File: config.mk
export PLATFORM = sky130hd
export DESIGN_NAME = vlan_tag_parser
export DESIGN_NICKNAME = d
export VERILOG_FILES = /design/src/rtl/vlan_tag_parser.sv
export SDC_FILE = /design/constraint.sdc
export NUM_CORES = 1
export LEC_CHECK = 0
export BUFFER_PORTS_ARGS = -buffer_cell sky130_fd_sc_hd__buf_2
export CORE_MARGIN = 2
export CORE_UTILIZATION = 30
export DETAILED_ROUTE_END_ITERATION = 12
export GPL_ROUTABILITY_DRIVEN = 1
export PLACE_DENSITY = 0.57
export SLEW_MARGIN = 15
export SYNTH_ARGS = -nofsm -noshare
export SYNTH_HDL_FRONTEND = slang
export SYNTH_SLANG_ARGS = --single-unit
File: constraint.sdc
create_clock -name clk -period 2.01 [get_ports clk]
set_input_delay 0.1005 -clock clk [delete_from_list [all_inputs] [get_ports clk]]
set_output_delay 0.1005 -clock clk [all_outputs]
set_load 0.005 [all_outputs]
File: src/rtl/vlan_tag_parser.sv
`default_nettype none
// ============================================================================
// Module   : vlan_tag_parser
// Brief    : Byte-serial Ethernet header walker; strips 802.1Q (and, with
//            VLAN_QINQ_EN defined, an outer 802.1ad) tag and resolves the
//            innermost EtherType for the downstream classifier.
// Revision : 1.0 - initial release
// ============================================================================
module vlan_tag_parser #(
   parameter logic [15:0] TPID_CTAG = 16'h8100,
   parameter logic [15:0] TPID_STAG = 16'h88A8
) (
   input  logic        clk,
   input  logic        rst,
   input  logic        in_valid,
   input  logic        in_sop,
   input  logic        in_last,
   input  logic [7:0]  in_data,
   output logic [15:0] resolved_ethertype,
   output logic        vlan_valid,
   output logic [1:0]  vlan_count,
   output logic [11:0] outer_vid,
   output logic [11:0] inner_vid,
   output logic        hdr_err
);

   localparam logic [2:0] c_idle   = 3'd0;
   localparam logic [2:0] c_mac    = 3'd1;
   localparam logic [2:0] c_et_hi  = 3'd2;
   localparam logic [2:0] c_et_lo  = 3'd3;
   localparam logic [2:0] c_tci_hi = 3'd4;
   localparam logic [2:0] c_tci_lo = 3'd5;
   localparam logic [2:0] c_done   = 3'd6;

   logic [2:0]  r_state;
   logic [3:0]  r_byte_cnt;
   logic [7:0]  r_et_hi;
   logic [3:0]  r_tci_hi;
   logic [1:0]  r_tag_cnt;
   logic [15:0] r_ethertype;
   logic        r_vlan_valid;
   logic [1:0]  r_vlan_count;
   logic [11:0] r_outer_vid;
   logic        r_hdr_err;

   logic [15:0] w_et_value;
   logic        w_is_tpid;

   assign w_et_value = {r_et_hi, in_data};

`ifdef VLAN_QINQ_EN
   logic [11:0] r_inner_vid;

   // First tag may be S-tag or C-tag; a second tag must be a C-tag.
   assign w_is_tpid = (r_tag_cnt == 2'd0) ? ((w_et_value == TPID_CTAG) || (w_et_value == TPID_STAG)) :
                      (r_tag_cnt == 2'd1) ? (w_et_value == TPID_CTAG) : 1'b0;
   assign inner_vid = r_inner_vid;
`else
   assign w_is_tpid = (r_tag_cnt == 2'd0) && (w_et_value == TPID_CTAG);
   assign inner_vid = 12'd0;
`endif

   always_ff @(posedge clk or posedge rst) begin
      if (rst) begin
         r_state      <= c_idle;
         r_byte_cnt   <= 4'd0;
         r_et_hi      <= 8'd0;
         r_tci_hi     <= 4'd0;
         r_tag_cnt    <= 2'd0;
         r_ethertype  <= 16'd0;
         r_vlan_valid <= 1'b0;
         r_vlan_count <= 2'd0;
         r_outer_vid  <= 12'd0;
         r_hdr_err    <= 1'b0;
`ifdef VLAN_QINQ_EN
         r_inner_vid  <= 12'd0;
`endif
      end else begin
         r_hdr_err <= 1'b0;
         if (in_valid) begin
            if (in_sop) begin
               // A sop in any state starts a fresh frame at byte 0.
               r_ethertype  <= 16'd0;
               r_vlan_valid <= 1'b0;
               r_vlan_count <= 2'd0;
               r_outer_vid  <= 12'd0;
`ifdef VLAN_QINQ_EN
               r_inner_vid  <= 12'd0;
`endif
               r_tag_cnt    <= 2'd0;
               r_byte_cnt   <= 4'd1;
               if (in_last) begin
                  r_hdr_err <= 1'b1;
                  r_state   <= c_idle;
               end else begin
                  r_state   <= c_mac;
               end
            end else begin
               case (r_state)
                  c_mac: begin
                     if (in_last) begin
                        r_hdr_err <= 1'b1;
                        r_state   <= c_idle;
                     end else if (r_byte_cnt == 4'd11) begin
                        r_state <= c_et_hi;
                     end else begin
                        r_byte_cnt <= r_byte_cnt + 4'd1;
                     end
                  end
                  c_et_hi: begin
                     if (in_last) begin
                        r_hdr_err <= 1'b1;
                        r_state   <= c_idle;
                     end else begin
                        r_et_hi <= in_data;
                        r_state <= c_et_lo;
                     end
                  end
                  c_et_lo: begin
                     if (w_is_tpid) begin
                        if (in_last) begin
                           r_hdr_err <= 1'b1;
                           r_state   <= c_idle;
                        end else begin
                           r_tag_cnt <= r_tag_cnt + 2'd1;
                           r_state   <= c_tci_hi;
                        end
                     end else begin
                        r_ethertype  <= w_et_value;
                        r_vlan_count <= r_tag_cnt;
                        r_vlan_valid <= 1'b1;
                        r_state      <= in_last ? c_idle : c_done;
                     end
                  end
                  c_tci_hi: begin
                     if (in_last) begin
                        r_hdr_err <= 1'b1;
                        r_state   <= c_idle;
                     end else begin
                        r_tci_hi <= in_data[3:0];
                        r_state  <= c_tci_lo;
                     end
                  end
                  c_tci_lo: begin
                     if (in_last) begin
                        r_hdr_err <= 1'b1;
                        r_state   <= c_idle;
                     end else begin
`ifdef VLAN_QINQ_EN
                        if (r_tag_cnt == 2'd1)
                           r_outer_vid <= {r_tci_hi, in_data};
                        else
                           r_inner_vid <= {r_tci_hi, in_data};
`else
                        r_outer_vid <= {r_tci_hi, in_data};
`endif
                        r_state <= c_et_hi;
                     end
                  end
                  c_done: begin
                     if (in_last)
                        r_state <= c_idle;
                  end
                  default: r_state <= c_idle;
               endcase
            end
         end
      end
   end

   assign resolved_ethertype = r_ethertype;
   assign vlan_valid         = r_vlan_valid;
   assign vlan_count         = r_vlan_count;
   assign outer_vid          = r_outer_vid;
   assign hdr_err            = r_hdr_err;

endmodule
`default_nettype wire

==> results by group <==
Status
  • Outcome: finished, violations left
  • Failing checks: negative setup slack

Global routing
  • Busiest metal layer after global routing: met2
  • GR met1 Demand/Resource: 18.0%
  • M3 GR Usage: 3.05%
  • Global-route wire length before repair: 9.36 mm
  • Global route total overflow: 0
  • Largest net degree at the start of global routing: 42
  • Vias in the first global route: 1839
  • Antenna violations before repair: 0
  • M2 GR Usage: 21.8%
  • Gr usage total: 13.5%

Synthesis
  • Post-synth EDFFs: 0
  • Top-area cell type share of the netlist area: 54.4%
  • Post-synth ARST share: 100%
  • Synthesized area: 0.00244 mm2
  • Most used DFF post-synth: dfrtp_1
  • Synth top cells by count: dfrtp_1 (53), nand2_1 (29), a22o_1 (16), o21ai_0 (15)
  • Ranking of synthesized cells by area: dfrtp_1 (54%), a22o_1 (5.7%), mux2_2 (5.5%), nand2_1 (4.5%), buf_4 (3.7%)
  • Top-count cell post-synth: dfrtp_1
  • Syn Area/Cell: 11.1 um2
  • Unique cell type count in the Yosys netlist: 44
  • Ys Warns: 0
  • Register area share after synthesis: 54.4%
  • Yosys top cell by area: dfrtp_1
  • Post-Synthesis Cells: 219
  • Synthesis-stage register bit count: 53

CTS
  • Skew-Pair Late Insertion Delay: 0.31 ns
  • Clock-pin slew on the worst setup and hold paths: 0.10 ns
  • Num Clock Sinks: 53
  • CTS tree: yes
  • Clock Path Buffers: 2
  • CTS buffer count: 5
  • Post-CTS Setup Inserts: 0
  • H-tree Lvls: 2
  • CTS root buf: clkbuf_8

Cells and area
  • Cell area after layout: 0.00293 mm2
  • Ant diodes: 0
  • Fin cells: 378
  • Share of cells above drive strength 1: 32.2%
  • Final #Nets: 290
  • Post-layout util: 37.5%
  • Syn-to-layout area delta: 20.1%

STA
  • Final hold slack: 0.0667 ns
  • RSZ-0062 raised after global routing: yes
  • Fin crit share: 100%
  • Clock Skews: 0.00906 ns
  • # setup viols final: 1
  • Slew Limit Fails: 0
  • Max Freq: 497 MHz
  • Fin. Hold Viols: 0
  • Final Critical Period: 2.01 ns
  • Final worst slack: -0.00302 ns

Setup path
  • CP Launch Type: flop
  • Worst setup path category: flop to flop
  • Worst Path Arrival: 2.21 ns
  • Max FO, Critical Path: 15
  • Worst EP required: 2.21 ns
  • CP endpoint kind: flop

Routing
  • Routed WL: 5.65 mm
  • ANT nets after route: 0
  • TritonRoute pass-1 iters: 4
  • Vias post-DR: 1829
  • Number of DRC markers in iteration 0: 91
  • DRC viols: 0
  • Routed WL per cell: 14.9 um
  • Vias/cell: 4.84

Die
  • Ports: 57
  • Die width: 94.2 um
  • Die ar.: 0.00887 mm2
  • Core area: 0.00781 mm2
  • Starting Density: 31.2%
  • Die height: 94.2 um
  • # rows: 32

Placement
  • Post-DP Area: 0.00281 mm2
  • Hpwl dp: 4.00 mm
  • Routability cong.: 0.761
  • Port Buffers: 44
  • Placed cells: 369

Pwr
  • Overall power: 2240 uW
  • Pwr dens: 766 mW/mm2
  • Peak VDD IR: 0.258 mV
  • Leak: 0.00147 uW

Flow run
  • Max Cap Viol: 0

Hold path
  • HP Class: input port to flop
-- cell families (layout without fill, tap and decap cells) --
kind of cell	count (synthesis)	count (layout)	share of synthesized area, %
compound gates	54	54	17.4
xor+xnor	1	1	0.359
fa+ha+maj	2	2	1.03
buf+inv	33	79	7.54
flops	53	53	54.4
mux	14	14	6.36
other cells	1	12	0.154
simple gates	61	61	12.7
-- per-stage QoR --
stage,TNS (ns),setup slack [ns]
after global placement,0,0.0619
final,-0.00302,-0.00302
after detailed placement,0,0.0215
after global routing,-0.620,-0.0581
after floorplan,0,0.0182
after CTS,0,0.00260
-- layer usage --
layer	up-vias	routed length [um]
li1	869	-
met2	52	2590
met1	902	2720
met3	6	255
met5	-	0
met4	0	83
-- path summary, 6_finish.rpt --
kind / slack (ns) / depth (start not counted) / startpoint / end
max: -0.003 / 5 / r_et_hi[1] / resolved_ethertype[8]
min: 0.07 / 3 / in_data[5] / outer_vid[5]
max reg2reg: -0.003 / 5 / r_et_hi[1] / resolved_ethertype[8]
min reg2reg: 0.48 / 2 / outer_vid[4] / outer_vid[4]
max in group asynchronous: 1.20 / 4 / rst / outer_vid[6]
min in group asynchronous: 0.28 / 3 / rst / vlan_valid
-- worst max-delay path, cell delays in order (launching register included) --
cell and delay [ns]:
dfrtp_1 0.38, or4_1 0.51, or3_4 0.39, o211ai_4 0.23, nor2_4 0.12, a22o_1 0.25
-- layout by cell type (no fill, tap or decap), drive strengths merged, types with 3 or more instances in the layout --
cell type  instances
buf               60
dfrtp             53
nand2             29
a22o              16
o21ai             16
mux2              12
conb              12
nor2              11
inv                9
nand3              6
o2bb2ai            5
clkbuf             5
nor3b              3
a31oi              3
clkinv             3
nor4               3
-- power breakdown --
| part | switching [uW] | internal (uW) | leakage (uW) |
|---|---|---|---|
| Combinational | 187 | 180 | 0.000708 |
| Sequential | 83.8 | 1160 | 0.000719 |
| Clock | 384 | 248 | 0.0000445 |
| Total | 654 | 1590 | 0.00147 |
-- cell type report --
cell class / count / area [um2]
tap: 102 / 128
clock buffer: 5 / 68.8
fill: 814 / 4880
multi-input combinational: 144 / 983
sequential: 53 / 1330
clock inverter: 3 / 21.3
inverter: 10 / 37.5
timing repair buffer: 61 / 363
-- registers in the layout, summed over array words and instances (netlist names) --
signal              flops
hdr_err                 1
outer_vid              12
r_byte_cnt              4
r_et_hi                 8
r_state                 3
r_tag_cnt               2
r_tci_hi                4
resolved_ethertype     16
vlan_count              2
vlan_valid              1
-- repair_timing --
| item | CTS | global route |
|---|---|---|
| endpoints found under the setup margin | 0 | 19 |
| endpoints found under the hold margin | 12 | 0 |
| gates resized for setup | 0 | 2 |
| hold buffers | 1 | 0 |
(Power assumes the default switching activity.)
